`config.mk`:
```
export PLATFORM = sky130hd
export DESIGN_NAME = sp_cfg_ctrl
export DESIGN_NICKNAME = d
export VERILOG_FILES = /design/src/rtl/sp_cfg_pkg.sv /design/src/rtl/sp_spi_frame.sv /design/src/rtl/sp_cfg_ctrl.sv
export SDC_FILE = /design/constraint.sdc
export NUM_CORES = 1
export LEC_CHECK = 0
export CORE_UTILIZATION = 26
export DETAILED_ROUTE_END_ITERATION = 16
export HOLD_SLACK_MARGIN = 0.03
export SYNTH_ARGS = -nofsm -noshare
export SYNTH_HDL_FRONTEND = slang
export SYNTH_HIERARCHICAL = 1
export SYNTH_SLANG_ARGS = --single-unit
```
`constraint.sdc`:
```
create_clock -name clk -period 4.2 [get_ports clk]
set_clock_uncertainty 0.2 [all_clocks]
set_input_delay 0.63 -clock clk [delete_from_list [all_inputs] [get_ports clk]]
set_output_delay 0.63 -clock clk [all_outputs]
set_load 0.02 [all_outputs]
```
`src/rtl/sp_cfg_pkg.sv`:
```
// -----------------------------------------------------------------------------
// sp_cfg_pkg
// Shared definitions for the SuperMario configuration controller:
//   - controller state encoding
//   - SPI frame geometry (width, R/W bit position)
//   - default values for the controller parameters
//   - build_frame(): packs R/W, address and data into one SPI frame
// -----------------------------------------------------------------------------
package sp_cfg_pkg;

    localparam int FRAME_W        = 16;
    localparam int RW_BIT         = 15;

    localparam int RST_CYCLES_DEF = 16;
    localparam int GAP_CYCLES_DEF = 2;
    localparam int READ_LAT_DEF   = 1;
    localparam int MAX_REGS_DEF   = 16;

    typedef enum logic [2:0] {
        IDLE     = 3'd0,
        CHIP_RST = 3'd1,
        GAP      = 3'd2,
        WR_FRAME = 3'd3,
        RD_FRAME = 3'd4,
        DONE     = 3'd5
    } state_t;

    // Frame layout, MSB first on the wire: [15] 1=write, [14:8] addr, [7:0] data.
    // Read frames carry zeros in the data field.
    function automatic logic [FRAME_W-1:0] build_frame(input logic       wr,
                                                       input logic [6:0] addr,
                                                       input logic [7:0] data);
        logic [FRAME_W-1:0] f;
        f         = '0;
        f[RW_BIT] = wr;
        f[14:8]   = addr;
        f[7:0]    = wr ? data : 8'h00;
        return f;
    endfunction

endpackage

```
`src/rtl/sp_spi_frame.sv`:
```
// -----------------------------------------------------------------------------
// sp_spi_frame
// Shifts one SPI frame to the chip, MSB first, one bit per clk cycle.
// A write frame keeps cs low for FRAME_W cycles; a read frame keeps it low for
// FRAME_W + READ_LAT cycles and samples MISO during the final 8 of them.
//
// Ports:
//   clk, rst     clock, async active-high reset (raises cs immediately)
//   load_i       start a frame (honoured only while no frame is active)
//   rd_i         frame is a read (extends the frame by READ_LAT cycles)
//   frame_i      frame contents, sampled with load_i
//   miso_i       serial data from the chip
//   cs_o         registered chip select, active-low
//   mosi_o       registered serial data to the chip
//   last_o       high during the final cs-low cycle of the frame
//   rx_byte_o    read-back byte; complete while last_o is high
// -----------------------------------------------------------------------------
module sp_spi_frame
    import sp_cfg_pkg::*;
#(
    parameter int READ_LAT = READ_LAT_DEF
) (
    input  logic               clk,
    input  logic               rst,
    input  logic               load_i,
    input  logic               rd_i,
    input  logic [FRAME_W-1:0] frame_i,
    input  logic               miso_i,
    output logic               cs_o,
    output logic               mosi_o,
    output logic               last_o,
    output logic [7:0]         rx_byte_o
);

    localparam int RD_LEN = FRAME_W + READ_LAT;
    localparam int CNT_W  = $clog2(RD_LEN + 1);

    logic [FRAME_W-1:0] shreg_q;
    logic [CNT_W-1:0]   cnt_q;
    logic [CNT_W-1:0]   last_q;
    logic [6:0]         rx_q;
    logic               cs_q;
    logic               mosi_q;
    logic               capture;

    // Data bits arrive in the final 8 cycles of the frame.
    assign capture = !cs_q && (cnt_q >= (last_q - CNT_W'(7)));

    always_ff @(posedge clk or posedge rst) begin
        if (rst) begin
            cs_q    <= 1'b1;
            mosi_q  <= 1'b0;
            shreg_q <= '0;
            cnt_q   <= '0;
            last_q  <= '0;
            rx_q    <= '0;
        end else if (cs_q) begin
            if (load_i) begin
                // Bit 15 goes out with cs; the rest waits in the shifter.
                cs_q    <= 1'b0;
                mosi_q  <= frame_i[FRAME_W-1];
                shreg_q <= {frame_i[FRAME_W-2:0], 1'b0};
                cnt_q   <= '0;
                last_q  <= rd_i ? CNT_W'(RD_LEN - 1) : CNT_W'(FRAME_W - 1);
                rx_q    <= '0;
            end
        end else begin
            if (capture) begin
                rx_q <= {rx_q[5:0], miso_i};
            end
            if (cnt_q == last_q) begin
                cs_q   <= 1'b1;
                mosi_q <= 1'b0;
            end else begin
                cnt_q   <= cnt_q + CNT_W'(1);
                mosi_q  <= shreg_q[FRAME_W-1];
                shreg_q <= {shreg_q[FRAME_W-2:0], 1'b0};
            end
        end
    end

    assign cs_o      = cs_q;
    assign mosi_o    = mosi_q;
    assign last_o    = !cs_q && (cnt_q == last_q);
    // The last data bit is on miso during the final cycle; merge it in directly
    // so the controller can decide at the same edge that ends the frame.
    assign rx_byte_o = {rx_q, miso_i};

endmodule

```
`src/rtl/sp_cfg_ctrl.sv`:
```
// -----------------------------------------------------------------------------
// sp_cfg_ctrl
// Configures a SuperMario chip: pulses its reset, writes a table of
// (addr, data) register entries over SPI, then optionally reads every entry
// back and counts mismatches.
//
// Ports:
//   clk, rst            clock (also the chip clock), async active-high reset
//   start               one-cycle pulse; begins a run from IDLE or DONE
//   verify_en, tbl_len  run options, sampled with start (len saturates)
//   tbl_idx             table index being fetched
//   tbl_addr, tbl_data  table entry at tbl_idx, valid in the same cycle
//   sp_nrst             chip reset, active-low
//   spi_cs/mosi/miso    SPI to the chip (cs active-low)
//   busy, done          run in progress / run complete (held until next start)
//   err, err_cnt, err_idx  verify result: sticky flag, count, first bad index
//
// Handshake: there is none on start. A start pulse seen in IDLE or DONE
// launches a run; while busy it is dropped without side effects.
// -----------------------------------------------------------------------------
module sp_cfg_ctrl
    import sp_cfg_pkg::*;
#(
    parameter int RST_CYCLES = RST_CYCLES_DEF,
    parameter int GAP_CYCLES = GAP_CYCLES_DEF,
    parameter int READ_LAT   = READ_LAT_DEF,
    parameter int MAX_REGS   = MAX_REGS_DEF
) (
    input  logic       clk,
    input  logic       rst,
    input  logic       start,
    input  logic       verify_en,
    input  logic [4:0] tbl_len,
    output logic [3:0] tbl_idx,
    input  logic [6:0] tbl_addr,
    input  logic [7:0] tbl_data,
    output logic       sp_nrst,
    output logic       spi_cs,
    output logic       spi_mosi,
    input  logic       spi_miso,
    output logic       busy,
    output logic       done,
    output logic       err,
    output logic [4:0] err_cnt,
    output logic [3:0] err_idx
);

    state_t             state_q;
    logic [15:0]        cnt_q;
    logic [4:0]         len_q;
    logic               verify_q;
    logic               rd_phase_q;
    logic [3:0]         idx_q;
    logic               nrst_q;
    logic               busy_q;
    logic               done_q;
    logic               err_q;
    logic [4:0]         err_cnt_q;
    logic [3:0]         err_idx_q;

    logic [4:0]         len_sat;
    logic               load;
    logic               frame_last;
    logic               idx_is_last;
    logic [7:0]         rx_byte;
    logic [FRAME_W-1:0] frame;

    assign len_sat     = (tbl_len > 5'(MAX_REGS)) ? 5'(MAX_REGS) : tbl_len;
    // The table entry is captured on the edge that leaves the last GAP cycle.
    assign load        = (state_q == GAP) && (cnt_q == 16'(GAP_CYCLES - 1));
    assign frame       = build_frame(!rd_phase_q, tbl_addr, tbl_data);
    // Only consulted inside frames, where len_q is at least 1.
    assign idx_is_last = ({1'b0, idx_q} == (len_q - 5'd1));

    sp_spi_frame #(
        .READ_LAT (READ_LAT)
    ) u_frame (
        .clk       (clk),
        .rst       (rst),
        .load_i    (load),
        .rd_i      (rd_phase_q),
        .frame_i   (frame),
        .miso_i    (spi_miso),
        .cs_o      (spi_cs),
        .mosi_o    (spi_mosi),
        .last_o    (frame_last),
        .rx_byte_o (rx_byte)
    );

    always_ff @(posedge clk or posedge rst) begin
        if (rst) begin
            state_q    <= IDLE;
            cnt_q      <= '0;
            len_q      <= '0;
            verify_q   <= 1'b0;
            rd_phase_q <= 1'b0;
            idx_q      <= '0;
            nrst_q     <= 1'b0;
            busy_q     <= 1'b0;
            done_q     <= 1'b0;
            err_q      <= 1'b0;
            err_cnt_q  <= '0;
            err_idx_q  <= '0;
        end else begin
            case (state_q)
                IDLE, DONE: begin
                    if (start) begin
                        state_q    <= CHIP_RST;
                        cnt_q      <= '0;
                        len_q      <= len_sat;
                        verify_q   <= verify_en;
                        rd_phase_q <= 1'b0;
                        idx_q      <= '0;
                        nrst_q     <= 1'b0;
                        busy_q     <= 1'b1;
                        done_q     <= 1'b0;
                        err_q      <= 1'b0;
                        err_cnt_q  <= '0;
                        err_idx_q  <= '0;
                    end
                end

                CHIP_RST: begin
                    if (cnt_q == 16'(RST_CYCLES - 1)) begin
                        cnt_q  <= '0;
                        nrst_q <= 1'b1;
                        if (len_q == 5'd0) begin
                            state_q <= DONE;
                            busy_q  <= 1'b0;
                            done_q  <= 1'b1;
                        end else begin
                            state_q <= GAP;
                        end
                    end else begin
                        cnt_q <= cnt_q + 16'd1;
                    end
                end

                GAP: begin
                    if (load) begin
                        cnt_q   <= '0;
                        state_q <= rd_phase_q ? RD_FRAME : WR_FRAME;
                    end else begin
                        cnt_q <= cnt_q + 16'd1;
                    end
                end

                WR_FRAME: begin
                    if (frame_last) begin
                        if (!idx_is_last) begin
                            idx_q   <= idx_q + 4'd1;
                            state_q <= GAP;
                        end else if (verify_q) begin
                            rd_phase_q <= 1'b1;
                            idx_q      <= '0;
                            state_q    <= GAP;
                        end else begin
                            state_q <= DONE;
                            busy_q  <= 1'b0;
                            done_q  <= 1'b1;
                        end
                    end
                end

                RD_FRAME: begin
                    if (frame_last) begin
                        // tbl_idx is unchanged during the frame, so tbl_data
                        // still holds the value that was written.
                        if (rx_byte != tbl_data) begin
                            err_q     <= 1'b1;
                            err_cnt_q <= err_cnt_q + 5'd1;
                            if (!err_q) begin
                                err_idx_q <= idx_q;
                            end
                        end
                        if (idx_is_last) begin
                            state_q <= DONE;
                            busy_q  <= 1'b0;
                            done_q  <= 1'b1;
                        end else begin
                            idx_q   <= idx_q + 4'd1;
                            state_q <= GAP;
                        end
                    end
                end

                default: begin
                    state_q <= IDLE;
                    nrst_q  <= 1'b0;
                    busy_q  <= 1'b0;
                    done_q  <= 1'b0;
                end
            endcase
        end
    end

    assign tbl_idx = idx_q;
    assign sp_nrst = nrst_q;
    assign busy    = busy_q;
    assign done    = done_q;
    assign err     = err_q;
    assign err_cnt = err_cnt_q;
    assign err_idx = err_idx_q;

endmodule

```
==> results.py, run 1 <==
metrics = {
    "clock_tree": {
        "htree_levels": 3,
        "post-cts-setup-buffers": 0,
        "cts_buffers": 9,
        "clkLatencyLatePin_ns": 0.33,
        "cts_hold_buf": 0,
        "clk_pin_slew_ns": 0.06,
        "cts_max_path_buffers": 2,
        "cts_tree": "done",
        "root_buffer": "clkbuf_16",
        "ctsResizeCount": 0,
        "numClockSinks": 74,
    },
    "sta": {
        "layout_setup_ws_ns": 1.22,
        "timing.final.crit_share_pct": 71.0,
        "setup-tns-final_ns": 0,
        "setup_viol": 0,
        "rsz0062_at_grt": "false",
        "fin_crit_ns": 2.98,
        "tightest_slew_ns": 0.808,
        "slew_headroom_pct": 45.9,
        "finalHoldViolCount": 0,
        "fmax_ghz": 0.335,
        "slew_viol_final": 0,
    },
    "synth": {
        "synth.area.top_cells": "dfrtp_1 42%, mux2i_1 11%, xnor2_1 3.2%, nand2_1 2.5%, ha_1 2.3%",
        "syn_inst": 426,
        "synth-async-reset-ratio_pct": 100,
        "synth-seq-cells": 74,
        "synth_area_leader_cell": "dfrtp_1",
        "ys_types": 72,
        "yosysSeqAreaShare_pct": 42.4,
        "synth_nets": 459,
        "synth-edff-count": 0,
        "synthFlopType": "dfrtp_1",
        "synth_top_area_share_pct": 41.8,
        "yosys_warnings": 6,
        "avgSynthCellArea_um2": 10.3,
        "syn_area_um2": 4370,
    },
    "cells_and_area": {
        "seq_area_um2": 1850,
        "design_area_um2": 5330,
        "multi_input_area_um2": 2340,
        "nFillCells": 1678,
        "nets": 502,
        "layout-drive-gt1-share_pct": 8.86,
        "final_core_util_pct": 32.3,
        "syn_to_final_growth_pct": 21.9,
    },
    "grt": {
        "antenna_found_initial": 1,
        "grt_pass1_vias": 3322,
        "grt_usage_pct": 11.6,
        "overflow": 0,
        "grt_max_degree": 44,
        "grt_pass1_wl_um": 16200,
    },
    "drt": {
        "drc": 0,
        "avgViaCountPerCell": 4.76,
        "met2_length_um": 4520,
        "drt-met1-wl_um": 4570,
        "routedWlPerCell_um": 13.7,
        "routed_wl_um": 9510,
        "ant_nets": 0,
        "firstDrtPassIters": 4,
        "drt_iter0_drc": 189,
        "highest_layer": "met4",
        "via_count": 3307,
        "wl_met3_um": 308,
    },
    "critical_path": {
        "worstSetupEndpointType": "register",
        "crit_path_end": "err_idx[1]$_DFFE_PP0P_",
        "r2r_start": "u_frame/cnt_q[2]$_DFFE_PP0P_",
        "critPathArrivalTime_ns": 3.00,
        "r2r_end": "err_idx[1]$_DFFE_PP0P_",
        "cp.required_ns": 4.22,
        "worstSetupStartpointType": "register",
        "reg2reg_depth": 8,
        "path_max_fanout": 7,
        "path_class": "register to register",
        "rrSetupSlack_ns": 1.22,
        "startpoint": "u_frame/cnt_q[2]$_DFFE_PP0P_",
    },
    "floorplanning": {
        "die_x_um": 132,
        "floorplan.initialDensity_pct": 26.5,
        "row_count": 47,
        "die_h_um": 132,
        "core-area_um2": 16500,
        "die-area_um2": 17300,
        "pin_count": 44,
    },
    "status": {
        "status": "finished clean",
    },
    "pwr": {
        "vdd_drop_max_uv": 242,
        "power.density_nw_per_um2": 657,
        "p_leak_nw": 2.14,
    },
    "placement": {
        "place_congestion": 0.815,
        "preCtsSetupSlack_ns": 1.23,
        "hpwl_um": 6840,
        "io_buffer_count": 43,
        "place_area_um2": 5030,
    },
    "job": {
        "cap_violations": 0,
    },
    "worst_hold_path": {
        "hold_path_class": "register to register",
    },
}
final cells by class:
type | instances | area share (%)
multi-input cells | 312 | 44.0
inverters | 24 | 1.69
clock buffers | 14 | 4.95
flip-flops and latches | 74 | 34.7
diodes | 1 | 0.0469
well taps | 220 | 5.16
clock inverters | 2 | 0.657
repair buffers | 48 | 8.78
per-stage QoR:
step / hold slack, ns / total power [mW] / cells
finish: 0.276 / 3.50 / 695
global route: 0.318 / 3.76 / 694
CTS: 0.282 / 3.54 / 694
detailed placement: 0.274 / 2.75 / 678
global placement: 0.276 / 2.70 / 678
floorplan: 0.251 / 2.37 / 426
registers in the layout, indices dropped and copies added, names as in the netlist:
| register | count |
|---|---|
| rd_phase_q | 1 |
| u_frame/shreg_q | 15 |
| u_frame/rx_q | 7 |
| u_frame/mosi_o | 1 |
| busy | 1 |
| err_cnt | 5 |
| done | 1 |
| u_frame/cs_o | 1 |
| sp_nrst | 1 |
| state_q | 3 |
| cnt_q | 16 |
| err_idx | 4 |
| len_q | 5 |
| err | 1 |
| u_frame/last_q | 2 |
| u_frame/cnt_q | 5 |
| tbl_idx | 4 |
| verify_q | 1 |
layer usage:
| layer | GRT usage (%) | up-vias |
|---|---|---|
| met3 | 2.85 | 11 |
| met5 | 0 | - |
| met1 | 14.9 | 1626 |
| li1 | - | 1631 |
| met2 | 19.0 | 39 |
| met4 | 3.68 | 0 |
Yosys cell counts, types with 6 or more instances:
cell	count
a21oi_1	9
a22o_1	11
buf_2	7
dfrtp_1	73
ha_1	8
inv_1	23
mux2i_1	47
nand2_1	29
nand2b_1	6
nand3_1	14
nor2_1	26
nor2b_1	14
nor3_1	10
nor4_1	11
o21ai_0	13
o21ai_1	6
xnor2_1	16
xor2_1	11
report_power, final:
group | internal [mW] | leakage, nW | switching [mW]
clock | 0.492 | 0.147 | 0.281
combinational | 0.703 | 1.01 | 0.860
sequential | 0.907 | 0.975 | 0.261
cell usage in the layout (no fill, tap or decap), types with 4 or more instances in the layout:
cell type	instances
dfrtp_1	73
mux2i_1	47
clkdlybuf4s50_1	43
nand2_1	29
nor2_1	26
inv_1	22
xnor2_1	16
nand3_1	14
nor2b_1	13
o21ai_0	13
xor2_1	11
nor4_1	11
a22o_1	11
nor3_1	10
a21oi_1	9
clkbuf_16	9
ha_1	8
nand2b_1	6
o21ai_1	6
nor3b_1	5
buf_4	5
a32o_1	4
mux2_2	4
nand3b_1	4
o31ai_1	4
cells by family (layout without fill, tap and decap cells):
kind of cell,after synthesis,in the layout,synth area share [%]
mux,53,53,12.3
fa+ha+maj,8,8,2.29
compound gates,76,76,13.7
simple gates,146,146,19.0
flops,74,74,42.4
buf+inv,40,88,4.06
other cells,0,1,0
xor+xnor,29,29,6.32
how the worst min path moves through the flow:
stage / from / end / slack [ns] / depth (start not counted)
2_1_floorplan: cnt_q[15]$_DFFE_PP0P_ / cnt_q[15]$_DFFE_PP0P_ / 0.25 / 1
3_3_place_gp: cnt_q[15]$_DFFE_PP0P_ / cnt_q[15]$_DFFE_PP0P_ / 0.28 / 1
3_5_place_dp: cnt_q[15]$_DFFE_PP0P_ / cnt_q[15]$_DFFE_PP0P_ / 0.27 / 1
4_1_cts: cnt_q[15]$_DFFE_PP0P_ / cnt_q[15]$_DFFE_PP0P_ / 0.28 / 1
5_1_grt: cnt_q[15]$_DFFE_PP0P_ / cnt_q[15]$_DFFE_PP0P_ / 0.32 / 1
6_report: cnt_q[15]$_DFFE_PP0P_ / cnt_q[15]$_DFFE_PP0P_ / 0.28 / 1
critical path, cell delays in order, from the launching register on:
cell	delay, ns
dfrtp_1	0.43
or4_4	0.57
a211oi_4	0.25
and2_1	0.21
mux2i_1	0.13
o2bb2ai_1	0.25
nor2b_1	0.34
o211ai_1	0.24
a32o_1	0.26
No activity file was read; power rests on OpenSTA's default activity.
==> run 2: changes to the inputs <==
==> constraint.sdc (replaced) <==
create_clock -name clk -period 3.09 [get_ports clk]
set_clock_uncertainty 0.2 [all_clocks]
set_input_delay 0.4635 -clock clk [delete_from_list [all_inputs] [get_ports clk]]
set_output_delay 0.4635 -clock clk [all_outputs]
set_load 0.02 [all_outputs]
==> run 2 against run 1 <==
  * Design area up 0.42%
  * Die area unchanged
  * Wire length up 0.85%
  * Utilization up 0.14 points
  * Critical path depth unchanged
  * Largest cell class unchanged
  * Largest power group unchanged
  * Highest routed layer unchanged
==> results.py, run 2 (same netlist as run 1, synthesis figures left out) <==
metrics = {
    "floorplanning": {
        "floorplan.initialDensity_pct": 26.5,
        "die-area_um2": 17300,
        "die_h_um": 132,
        "pin_count": 44,
        "die_x_um": 132,
        "row_count": 47,
        "core-area_um2": 16500,
    },
    "cells_and_area": {
        "top_register": "cnt_q",
        "layout-drive-gt1-share_pct": 9.64,
        "final_core_util_pct": 32.4,
        "seq_area_um2": 1850,
        "largest_reg_flops": 16,
        "final_cells": 697,
        "syn_to_final_growth_pct": 22.5,
        "top_regs": "cnt_q (16), u_frame/shreg_q (15), u_frame/rx_q (7)",
        "nFillCells": 1654,
        "final_cell_mix": "73 x dfrtp_1, 47 x mux2i_1, 43 x clkdlybuf4s50_1, 29 x nand2_1, 26 x nor2_1",
        "multi_input_area_um2": 2350,
        "nets": 505,
        "final_common_cell": "dfrtp_1",
        "diodes": 0,
    },
    "placement": {
        "io_buffer_count": 43,
        "place_congestion": 0.793,
        "placedCellCount": 681,
        "hpwl_um": 6970,
    },
    "sta": {
        "slew_viol_final": 0,
        "setup_viol": 0,
        "slew_headroom_pct": 27.0,
        "timing.final.crit_share_pct": 92.7,
        "fmax_ghz": 0.349,
        "setup-tns-final_ns": 0,
        "tightest_slew_ns": 1.09,
        "fin_crit_ns": 2.86,
        "finalHoldViolCount": 0,
    },
    "drt": {
        "ant_nets": 0,
        "drc": 0,
        "routed_wl_um": 9590,
        "routedWlPerCell_um": 13.8,
        "avgViaCountPerCell": 4.83,
        "via_count": 3364,
        "firstDrtPassIters": 8,
        "drt_iter0_drc": 125,
    },
    "grt": {
        "overflow": 0,
        "antenna_found_initial": 1,
        "grt_pass1_wl_um": 16400,
        "grt_max_degree": 31,
        "grt_usage_pct": 11.7,
        "grt_pass1_vias": 3393,
    },
    "critical_path": {
        "critPathArrivalTime_ns": 2.93,
        "cp_slowest_stage_delay_ns": 0.57,
        "worst_path_max_delay_cell": "or4_4",
        "path_class": "register to register",
        "rrSetupSlack_ns": 0.23,
        "path_max_fanout": 8,
        "worstSetupEndpointType": "register",
        "path_cells": "or4_4 -> a211oi_4 -> and2_1 -> mux2i_1 -> o2bb2ai_1 -> nand2b_1 -> nor3_2 -> a32o_1",
        "worstSetupStartpointType": "register",
        "cp.required_ns": 3.16,
    },
    "pwr": {
        "power.density_nw_per_um2": 897,
        "vdd_drop_max_uv": 335,
        "p_leak_nw": 2.15,
        "p_total_mw": 4.80,
    },
    "clock_tree": {
        "cts_max_path_buffers": 2,
        "cts_buffers": 9,
        "root_buffer": "clkbuf_16",
        "numClockSinks": 74,
        "cts_tree": "done",
        "clkLatencyLatePin_ns": 0.33,
        "htree_levels": 3,
        "clk_pin_slew_ns": 0.06,
        "post-cts-setup-buffers": 0,
    },
    "status": {
        "status": "finished clean",
    },
    "job": {
        "cap_violations": 0,
    },
    "worst_hold_path": {
        "hold_path_class": "register to register",
    },
}
-- run 2: changes by cell type in the layout (fill, tap and decap cells not counted) --
cell,before,now
buf_4,5,8
diode_2,1,0
nor2b_1,13,12
nor2b_2,1,2
-- run 2: metal layers --
layer	vias up	GRT usage (%)	wire, µm
met5	-	0	0
met4	0	4.52	144
met3	11	2.97	317
met2	50	19.5	4650
met1	1664	14.5	4470
li1	1639	-	-
-- run 2: where the power goes --
group	internal, mW	total (mW)	switching [mW]
combinational	0.984	2.17	1.18
sequential	1.23	1.59	0.354
clock	0.669	1.05	0.383
-- run 2: area by class of cell --
type	instances	area share [%]
Multi-Input combinational cell	312	43.8
Timing Repair Buffer	51	9.16
Sequential cell	74	34.6
Clock inverter	2	0.654
Clock buffer	14	4.93
Tap cell	220	5.14
Inverter	24	1.68
-- run 2: final timing paths --
check / cells after the start / from / to
worst max-delay path: 8 / u_frame/cnt_q[2]$_DFFE_PP0P_ / err_idx[3]$_DFFE_PP0P_
worst min-delay path: 1 / cnt_q[15]$_DFFE_PP0P_ / cnt_q[15]$_DFFE_PP0P_
worst max register to register: 8 / u_frame/cnt_q[2]$_DFFE_PP0P_ / err_idx[3]$_DFFE_PP0P_
worst min register to register: 1 / cnt_q[15]$_DFFE_PP0P_ / cnt_q[15]$_DFFE_PP0P_
max in group asynchronous: 3 / rst / tbl_idx[2]$_DFFE_PP0P_
min in group asynchronous: 2 / rst / u_frame/cnt_q[1]$_DFFE_PP0P_
-- run 2: timing repair --
action                                  in CTS  in global routing
hold buffers                                 0                  0
resized for setup                            0                  1
endpoints found under the setup margin       0                  5
-- run 2: metrics by stage --
| stage | hold slack, ns | cell area (µm²) | setup slack (ns) |
|---|---|---|---|
| global route | 0.299 | 5360 | -0.0191 |
| floorplan | 0.251 | 4370 | 0.197 |
| global placement | 0.266 | 5050 | 0.223 |
| CTS | 0.281 | 5350 | 0.143 |
| detailed placement | 0.274 | 5050 | 0.157 |
| finish | 0.275 | 5360 | 0.226 |
-- run 2: critical path: cells and delay by family, from the launching register on --
kind             cells  cell delay, ns
AND/OR/NAND/NOR      4            1.33
multiplexers         1            0.13
flip-flops           1            0.44
AO/OA/AOI/OAI        3            0.70
